--- src/rtl/letc_core_pkg.sv ---
// Shared LETC core types and constants used by the fetch pipeline.
package letc_core_pkg;

    typedef logic [31:0] pc_t;

    localparam pc_t INSTR_BYTES = 32'd4;

    typedef enum logic [0:0] {
        F1_RUN  = 1'b0,
        F1_HALT = 1'b1
    } f1_state_e;

    typedef struct packed {
        pc_t  pc;
        logic misaligned;
    } f1_to_f2_s;

endpackage : letc_core_pkg

--- src/rtl/letc_core_imss_if.sv ---
// Instruction-fetch request channel between F1 and the instruction memory subsystem.
interface letc_core_imss_if;
    import letc_core_pkg::*;

    logic req_valid;
    pc_t  req_addr;
    logic req_ready;

    modport fetch1 (
        output req_valid,
        output req_addr,
        input  req_ready
    );

    modport imss (
        input  req_valid,
        input  req_addr,
        output req_ready
    );

endinterface : letc_core_imss_if

--- src/rtl/letc_core_f1_redirect_hold.sv ---
// Holds a redirect that arrives while F1 is stalled and merges it with any live redirect.
module letc_core_f1_redirect_hold
    import letc_core_pkg::*;
(
    input  logic clk,
    input  logic rst_n,
    input  logic stall,
    input  logic redirect_valid,
    input  pc_t  redirect_pc,
    output logic eff_redir,
    output pc_t  eff_pc
);

    logic pend_valid_q, pend_valid_d;
    pc_t  pend_pc_q, pend_pc_d;

    // A live redirect takes precedence over the held one; a stalled redirect overwrites older ones.
    always_comb begin
        eff_redir    = redirect_valid | pend_valid_q;
        eff_pc       = redirect_valid ? redirect_pc : pend_pc_q;
        pend_valid_d = stall ? (pend_valid_q | redirect_valid) : 1'b0;
        pend_pc_d    = (stall & redirect_valid) ? redirect_pc : pend_pc_q;
    end

    // Pending redirect register.
    always_ff @(posedge clk or negedge rst_n) begin
        if (!rst_n) begin
            pend_valid_q <= 1'b0;
            pend_pc_q    <= '0;
        end else begin
            pend_valid_q <= pend_valid_d;
            pend_pc_q    <= pend_pc_d;
        end
    end

endmodule : letc_core_f1_redirect_hold

--- src/rtl/letc_core_stage_fetch1.sv ---
// LETC fetch stage 1: owns the fetch PC, issues IMSS requests and produces the F1->F2 payload.
module letc_core_stage_fetch1
    import letc_core_pkg::*;
#(
    parameter pc_t RESET_PC = 32'h0000_0000
) (
    input  logic              clk,
    input  logic              rst_n,
    input  logic              f1_flush,
    input  logic              f1_stall,
    input  logic              f2_ready,
    input  logic              redirect_valid,
    input  pc_t               redirect_pc,
    letc_core_imss_if.fetch1  imss_if,
    output logic              f1_to_f2_valid,
    output f1_to_f2_s         f1_to_f2
);

    pc_t       pc_q, pc_d;
    f1_state_e state_q, state_d;
    logic      eff_redir;
    pc_t       eff_pc;
    logic      misaligned;
    logic      req_valid;
    logic      fire;
    logic      mis_emit;

    letc_core_f1_redirect_hold u_redirect_hold (
        .clk            (clk),
        .rst_n          (rst_n),
        .stall          (f1_stall),
        .redirect_valid (redirect_valid),
        .redirect_pc    (redirect_pc),
        .eff_redir      (eff_redir),
        .eff_pc         (eff_pc)
    );

    // Request/emit decode; outputs are forced low while reset is asserted.
    always_comb begin
        misaligned = (pc_q[1:0] != 2'b00);
        req_valid  = rst_n & (state_q == F1_RUN) & ~f1_flush & ~eff_redir & f2_ready & ~misaligned;
        fire       = req_valid & imss_if.req_ready & ~f1_stall;
        mis_emit   = rst_n & (state_q == F1_RUN) & misaligned & f2_ready
                   & ~f1_flush & ~f1_stall & ~eff_redir;
    end

    assign imss_if.req_valid   = req_valid;
    assign imss_if.req_addr    = pc_q;
    assign f1_to_f2_valid      = fire | mis_emit;
    assign f1_to_f2.pc         = pc_q;
    assign f1_to_f2.misaligned = misaligned;

    // Next PC/state: stall holds, redirect reloads, fire advances, misaligned emit halts.
    always_comb begin
        pc_d    = pc_q;
        state_d = state_q;
        if (f1_stall) begin
            pc_d    = pc_q;
            state_d = state_q;
        end else if (eff_redir) begin
            pc_d    = eff_pc;
            state_d = F1_RUN;
        end else if (fire) begin
            pc_d    = pc_q + INSTR_BYTES;
        end else if (mis_emit) begin
            state_d = F1_HALT;
        end
    end

    // Architectural fetch PC and run/halt state.
    always_ff @(posedge clk or negedge rst_n) begin
        if (!rst_n) begin
            pc_q    <= RESET_PC;
            state_q <= F1_RUN;
        end else begin
            pc_q    <= pc_d;
            state_q <= state_d;
        end
    end

    a_no_x_ctrl: assert property (@(posedge clk) disable iff (!rst_n)
        !$isunknown({req_valid, f1_to_f2_valid, state_q, f1_flush, f1_stall, f2_ready, redirect_valid}));

    a_flush_stall_excl: assert property (@(posedge clk) disable iff (!rst_n)
        !(f1_flush && f1_stall));

    a_no_valid_in_halt: assert property (@(posedge clk) disable iff (!rst_n)
        !(f1_to_f2_valid && (state_q == F1_HALT)));

    a_req_addr_stable: assert property (@(posedge clk) disable iff (!rst_n)
        (req_valid && !imss_if.req_ready) |=> $stable(imss_if.req_addr));

endmodule : letc_core_stage_fetch1

--- src/flat_wrapper.sv ---
// flat-port wrapper written by rule: the top's interface ports become plain ports
module letc_core_stage_fetch1_flat import letc_core_pkg::*;
#(
    parameter pc_t RESET_PC = 32'h0000_0000
)
  (clk, rst_n, f1_flush, f1_stall, f2_ready, redirect_valid, redirect_pc, f1_to_f2_valid, f1_to_f2, imss_if_req_valid, imss_if_req_addr, imss_if_req_ready);
  letc_core_imss_if imss_if_i ();
  input  logic clk;
  input  logic rst_n;
  input  logic f1_flush;
  input  logic f1_stall;
  input  logic f2_ready;
  input  logic redirect_valid;
  input  pc_t redirect_pc;
  output logic f1_to_f2_valid;
  output f1_to_f2_s f1_to_f2;
  output wire logic [$bits(imss_if_i.req_valid)-1:0] imss_if_req_valid;
  output wire logic [$bits(imss_if_i.req_addr)-1:0] imss_if_req_addr;
  input wire logic [$bits(imss_if_i.req_ready)-1:0] imss_if_req_ready;
  assign imss_if_req_valid = imss_if_i.req_valid;
  assign imss_if_req_addr = imss_if_i.req_addr;
  assign imss_if_i.req_ready = imss_if_req_ready;
  letc_core_stage_fetch1 #(.RESET_PC(RESET_PC)) u_core (.clk(clk), .rst_n(rst_n), .f1_flush(f1_flush), .f1_stall(f1_stall), .f2_ready(f2_ready), .redirect_valid(redirect_valid), .redirect_pc(redirect_pc), .imss_if(imss_if_i), .f1_to_f2_valid(f1_to_f2_valid), .f1_to_f2(f1_to_f2));
endmodule
--- config.mk ---
export PLATFORM = sky130hd
export DESIGN_NAME = letc_core_stage_fetch1_flat
export DESIGN_NICKNAME = d
export VERILOG_FILES = /design/src/rtl/letc_core_pkg.sv /design/src/rtl/letc_core_imss_if.sv /design/src/rtl/letc_core_f1_redirect_hold.sv /design/src/rtl/letc_core_stage_fetch1.sv /design/src/flat_wrapper.sv
export SDC_FILE = /design/constraint.sdc
export NUM_CORES = 1
export LEC_CHECK = 0
export CORE_MARGIN = 1.5
export CORE_UTILIZATION = 30
export CTS_BUF_LIST = sky130_fd_sc_hd__clkbuf_2 sky130_fd_sc_hd__clkbuf_4 sky130_fd_sc_hd__clkbuf_8
export CTS_CLUSTER_SIZE = 8
export DETAILED_ROUTE_END_ITERATION = 8
export HOLD_SLACK_MARGIN = 0.06
export SYNTH_ARGS = -nofsm -noshare
export SYNTH_HDL_FRONTEND = slang
export SYNTH_HIERARCHICAL = 1
export SYNTH_SLANG_ARGS = --single-unit
export TNS_END_PERCENT = 50
--- constraint.sdc ---
create_clock -name clk -period 1.8 [get_ports clk]
set_input_delay 0.27 -clock clk [delete_from_list [all_inputs] [get_ports clk]]
set_output_delay 0.27 -clock clk [all_outputs]
set_load 0.05 [all_outputs]
==> out/results.tsv, run 1 <==
metric	value	unit
status	complete, no violations	
viasPerCell	5.00	
num_rows	43	
grt_pass1_vias	3632	
crit_top_cell	buf_12	
layout.cells.most_common	buf_4	
grt_start_max_net_pins	57	
grt_use_total	17.2	%
cp-endpoint	imss_if_req_valid	
intPower	3.50	mW
num_antenna_cells	0	
hold_viol	0	
fin_cells	701	
fmax	564	MHz
cap_violations	0	
numPortBuffers	105	
final_cell_mix	buf_4, dfrtp_1, clkdlybuf4s50_1	
cp.arrival	1.50	ns
slowest_delay	0.36	ns
crit_chain	or2_4, buf_12, nor3_4, buf_12	
crit_path_end_kind	output pin	
tritoncts	built	
start_kind	flop	
rrSetupSlack	0.09	ns
hold_slack	0.137	ns
cp_slowest_cell	dfrtp_1	
ys_seq_area_share	39.4	%
power.leakage	2.50	nW
route.antenna.remaining_nets	0	
firstDrtPassIters	4	
r2r_start	u_core/imss_if.req_addr[7]	
die_y	121	um
place_inst	676	
crit_cells	4	
yosysWarnings	6	
drive_above_1_share	47.4	%
place_hpwl	8.61	mm
fin_crit	1.77	ns
place_ws	-0.253	ns
worst-r2r-cell-count	5	
yosys_most_used_dff	dfrtp_1	
initial_core_util	30.5	%
syn_nets	437	
p_comb_share	49.1	%
finalPower	6.25	mW
period_share	98.5	%
drv_slew	0	
rsz0062_at_grt	yes	
ys_ff_latch	66	
skew	0.0120	ns
htreeDepth	3	
cts_made_buffers	9	
global_route.overflow_total	0	
grt_first_pass_wirelength	19.3	mm
setup_violations	0	
coreArea	0.0138	sq mm
async_flop_share	100	%
die_w	121	um
netlist_top_cells_area	dfrtp_1, mux2_4, mux2_2	
io_pins	106	
synth_top_area_share	39.4	%
p_per_area	1090	mW/mm^2
syn_area	0.00420	sq mm
drt_iter0_markers	135	
fin_ws	0.0270	ns
irDropWorstVdd	715	uV
p_sw_share	43.9	%
pwr-share-clk	18.9	%
cts_sinks	66	
vias	3503	
synth-edff-count	0	
num-nets-final	556	
synth_top_area_cell	dfrtp_1	
cp-startpoint	u_core/u_redirect_hold/pend_valid_q	
synth_cells	397	
power.switching	2.74	mW
wire_per_inst	17.1	um
slew_headroom	50.3	%
worstPathRequired	1.53	ns
wirelength	12.0	mm
critPathTopFamily	simple AND/OR/NAND/NOR gates	
holdCritPathClass	input pin to async pin	
worstMarginPinSlew	0.745	ns
grt_antenna_before_repair	0	
drc	0	
ys_types	56	
area_growth	36.9	%
r2r-end	u_core/imss_if.req_addr[31]	
clk_latency	0.36	ns
gp_congestion	0.812	
criticalPathCategory	flop to output pin	
pwr-share-seq	32.0	%
setup_tns	0	ns
syn_area_per_cell	10.6	sq um
cts_buffer_depth	2	
cp_max_fo	4	
critPathBufInv	2	
cts-root-buf	clkbuf_8	
die_area	0.0147	sq mm
cts.clk_slew.worst_paths	0.07	ns
registers in the layout, indices dropped and copies added (netlist names):
register and cells:
u_core/imss_if.req_addr 32, u_core/u_redirect_hold/pend_pc_q 32, u_core/state_q 1, u_core/u_redirect_hold/pend_valid_q 1
cell families (layout without fill, tap and decap cells):
kind of cell    Yosys count  in the layout  share of synthesized area [%]
simple gates            116            116                           16.7
compound gates           86             86                           13.1
mux                      67             67                           20.6
flops                    66             66                           39.4
buf+inv                  60            184                           9.78
fa+ha+maj                 1              1                          0.298
xor+xnor                  1              1                          0.209
how the worst min path moves through the flow:
| stage | from | endpoint | slack, ns | depth (start not counted) |
|---|---|---|---|---|
| after floorplan | rst_n | u_core/imss_if.req_addr[0] | -0.03 | 0 |
| after global placement | rst_n | u_core/imss_if.req_addr[1] | 0.27 | 2 |
| after detailed placement | rst_n | u_core/imss_if.req_addr[1] | 0.27 | 2 |
| after CTS | rst_n | u_core/u_redirect_hold/pend_pc_q[28] | 0.15 | 2 |
| after global routing | rst_n | u_core/u_redirect_hold/pend_pc_q[28] | 0.18 | 2 |
| final | rst_n | u_core/u_redirect_hold/pend_pc_q[28] | 0.14 | 2 |
cells in the mapped netlist (all sizes together), types with 3 or more instances:
library cell and n:
buf 51, nor3 17, o21ai 16, mux2 64, nand2 27, o2bb2ai 6
clkbuf 5, o22a 4, nand3 16, and3 7, a21oi 31, nand4 6
nor4 4, nor2 21, a31oi 3, o22ai 4, o21a 3, a211oi 3
mux2i 3, a311oi 6, dfrtp 66, nand2b 3, and4 5, inv 3
power groups by stage:
stage	combinational [mW]	sequential, mW	clock [mW]
2_1_floorplan	1.57	2.58	0
3_3_place_gp	2.96	2.01	0
3_5_place_dp	2.99	2.03	0
4_1_cts	3.03	2.00	1.24
5_1_grt	3.24	2.04	1.30
6_report	3.07	2.00	1.18
what timing repair did:
| action | in CTS | in global routing |
|---|---|---|
| cloned | 0 | 0 |
| setup buffers | 3 | 6 |
| endpoints found under the setup margin | 3 | 11 |
| gates resized for setup | 12 | 14 |
| endpoints found under the hold margin | 10 | 0 |
| pin swaps | 2 | 6 |
| hold buffers | 1 | 0 |
area by class of cell:
cell class	count	area [sq um]
Fill cell	1361	8030
Multi-Input combinational cell	271	2220
Sequential cell	66	1670
Timing Repair Buffer	164	1430
Tap cell	180	225
Clock buffer	13	166
Clock inverter	3	15.0
Inverter	4	15.0
per-layer routing:
metal  track usage [%]  wire (um)  vias up
met3              4.56        593        8
met5                 0          0        -
met2              28.7       5980      101
li1                  -          -     1681
met1              21.9       5310     1713
met4              4.93        118        0
metrics by stage:
stage	cell area (sq um)	util, %
3_3_place_gp	5390	39.1
4_1_cts	5640	41.0
6_report	5740	41.7
5_1_grt	5740	41.7
3_5_place_dp	5390	39.1
2_1_floorplan	4230	-
No activity file was read; power rests on OpenSTA's default activity.
==> run 2, diff against run 1 <==
- CELL_PAD_IN_SITES_DETAIL_PLACEMENT: not set -> 0
- CELL_PAD_IN_SITES_GLOBAL_PLACEMENT: not set -> 2
- CORE_UTILIZATION: 30 -> 29
- PLACE_DENSITY_LB_ADDON: not set -> 0.1
==> run 2 against run 1 <==
Clock-buffer cell count unchanged. First-iteration DRC count rose by 5.9%. Die area up 3.4%. Via count grew 0.74%. Utilization barely moved. Hold slack gained 0.097 ns. Critical path depth is 1 higher. Worst setup slack lost 0.0069 ns. Clock skew fell by 0.0012 ns. Final area grew 1.7%. Power is 2.4% higher. Highest routed layer unchanged.
==> out/results.tsv, run 2 (synthesis gave the netlist of run 1 again) <==
metric	value	unit	change
status	complete, no violations		unchanged
cts_buffer_depth	2		unchanged
die_w	123	um	was 121 um
htreeDepth	3		unchanged
fin_crit	1.78	ns	was 1.77 ns
gp_congestion	0.761		was 0.812
rsz0062_at_grt	yes		unchanged
worstPathRequired	1.53	ns	about the same
rrSetupSlack	0.08	ns	was 0.09 ns
cts_sinks	66		unchanged
criticalPathCategory	input pin to output pin		was flop to output pin
drv_slew	0		unchanged
final_area	0.00584	sq mm	was 0.00574 sq mm
fin_ws	0.0201	ns	was 0.0270 ns
place_inst	692		was 676
cts.clk_slew.worst_paths	0.07	ns	about the same
final_cell_mix	buf_4, dfrtp_1, clkdlybuf4s50_1		unchanged
start_kind	input pin		was flop
num-nets-final	568		was 556
period_share	98.9	%	was 98.5%
placed_cell_area	0.00552	sq mm	was 0.00539 sq mm
p_per_area	1100	mW/mm^2	was 1090 mW/mm^2
coreArea	0.0140	sq mm	was 0.0138 sq mm
r2r-end	u_core/imss_if.req_addr[22]		was u_core/imss_if.req_addr[31]
drive_above_1_share	48.8	%	was 47.4%
setup_tns	0	ns	unchanged
fmax	562	MHz	was 564 MHz
vias	3529		was 3503
io_pins	106		unchanged
cap_violations	0		unchanged
worst-r2r-cell-count	7		was 5
numPortBuffers	105		unchanged
fin_cells	713		was 701
wire_per_inst	17.7	um	was 17.1 um
drc	0		unchanged
regArea	0.00167	sq mm	unchanged
irDropWorstVdd	534	uV	was 715 uV
firstDrtPassIters	4		unchanged
slew_headroom	40.5	%	was 50.3%
initial_core_util	30.0	%	was 30.5%
place_hpwl	9.27	mm	was 8.61 mm
cts_made_buffers	9		unchanged
place_ws	-0.338	ns	was -0.253 ns
grt_use_total	17.5	%	was 17.2%
crit_path_end_kind	output pin		unchanged
global_route.overflow_total	0		unchanged
grt_first_pass_wirelength	19.9	mm	was 19.3 mm
drt_iter0_markers	143		was 135
multi_input_area	0.00221	sq mm	was 0.00222 sq mm
holdCritPathClass	input pin to async pin		unchanged
grt_antenna_before_repair	0		unchanged
n_fill_cell	1399		was 1361
wirelength	12.6	mm	was 12.0 mm
grt_start_max_net_pins	67		was 57
power.leakage	2.56	nW	was 2.50 nW
cp_max_fo	5		was 4
grt_pass1_vias	3732		was 3632
area_growth	39.2	%	was 36.9%
num_antenna_cells	0		unchanged
layout.cells.most_common	buf_4		unchanged
worstMarginPinSlew	0.893	ns	was 0.745 ns
cp.arrival	1.51	ns	was 1.50 ns
cts_hold_buffers	0		was 1
setup_violations	0		unchanged
clk_latency	0.36	ns	about the same
tritoncts	built		unchanged
post-route-util	41.7	%	about the same
die_y	123	um	was 121 um
viasPerCell	4.95		was 5.00
hold_viol	0		unchanged
route.antenna.remaining_nets	0		unchanged
r2r_start	u_core/imss_if.req_addr[3]		was u_core/imss_if.req_addr[7]
die_area	0.0152	sq mm	was 0.0147 sq mm
skew	0.0108	ns	was 0.0120 ns
cts-root-buf	clkbuf_8		unchanged
num_rows	43		unchanged
run 2: cell types whose count changed in the layout (fill, tap and decap cells not counted), moves of 2 or more:
cell,previous run,this run
nand2_2,2,0
clkbuf_4,2,4
clkinv_2,3,1
nand3_1,13,11
nand3_2,0,3
buf_4,114,128
nand2_1,24,26
clkbuf_8,11,9
run 2: metal layers:
metal  GRT usage (%)  vias up  part of all wire, %
li1                -     1695                    -
met1            22.1     1743                   46
met2            29.8       77                   48
met3            4.52       14                  4.4
met4            4.81        0                  1.5
met5               0        -                    0
run 2: area by class of cell:
class,instances,area share [%]
Sequential cell,66,28.6
Tap cell,180,3.86
Multi-Input combinational cell,271,37.9
Timing Repair Buffer,176,26.1
Clock inverter,3,0.729
Clock buffer,13,2.64
Inverter,4,0.257
run 2: metrics by stage:
step	power, mW	hold WS [ns]
floorplan	4.14	-0.0256
global placement	5.09	0.485
detailed placement	5.11	0.491
CTS	6.47	0.257
global route	6.74	0.305
finish	6.39	0.235
run 2: timing repair:
action,in CTS,in global routing
setup buffers,4,2
endpoints found under the setup margin,2,11
gates resized for setup,8,12
hold endpoints to repair,0,0
pin swaps,3,7
run 2: power breakdown:
part	internal, mW	leakage, nW	switching, mW	total, mW
combinational	1.19	1.70	1.97	3.15
clock	0.701	0.101	0.595	1.30
sequential	1.76	0.759	0.189	1.95
total	3.64	2.56	2.75	6.39
run 2: how the worst max path moves through the flow:
stage	from	to	slack, ns	depth (start not counted)
4_1_cts	redirect_valid	imss_if_req_valid	0.001	5
3_5_place_dp	redirect_valid	u_core/imss_if.req_addr[27]	-0.34	6
5_1_grt	f1_stall	f1_to_f2_valid	-0.04	5
2_1_floorplan	redirect_valid	imss_if_req_valid	-0.04	5
6_report	f1_stall	f1_to_f2_valid	0.02	5
3_3_place_gp	redirect_valid	u_core/imss_if.req_addr[27]	-0.31	6
run 2: critical path, cell delays in order:
cell and delay, ns:
clkdlybuf4s50_1 0.52, buf_4 0.21, nor2_2 0.16, o211a_4 0.19, buf_6 0.15
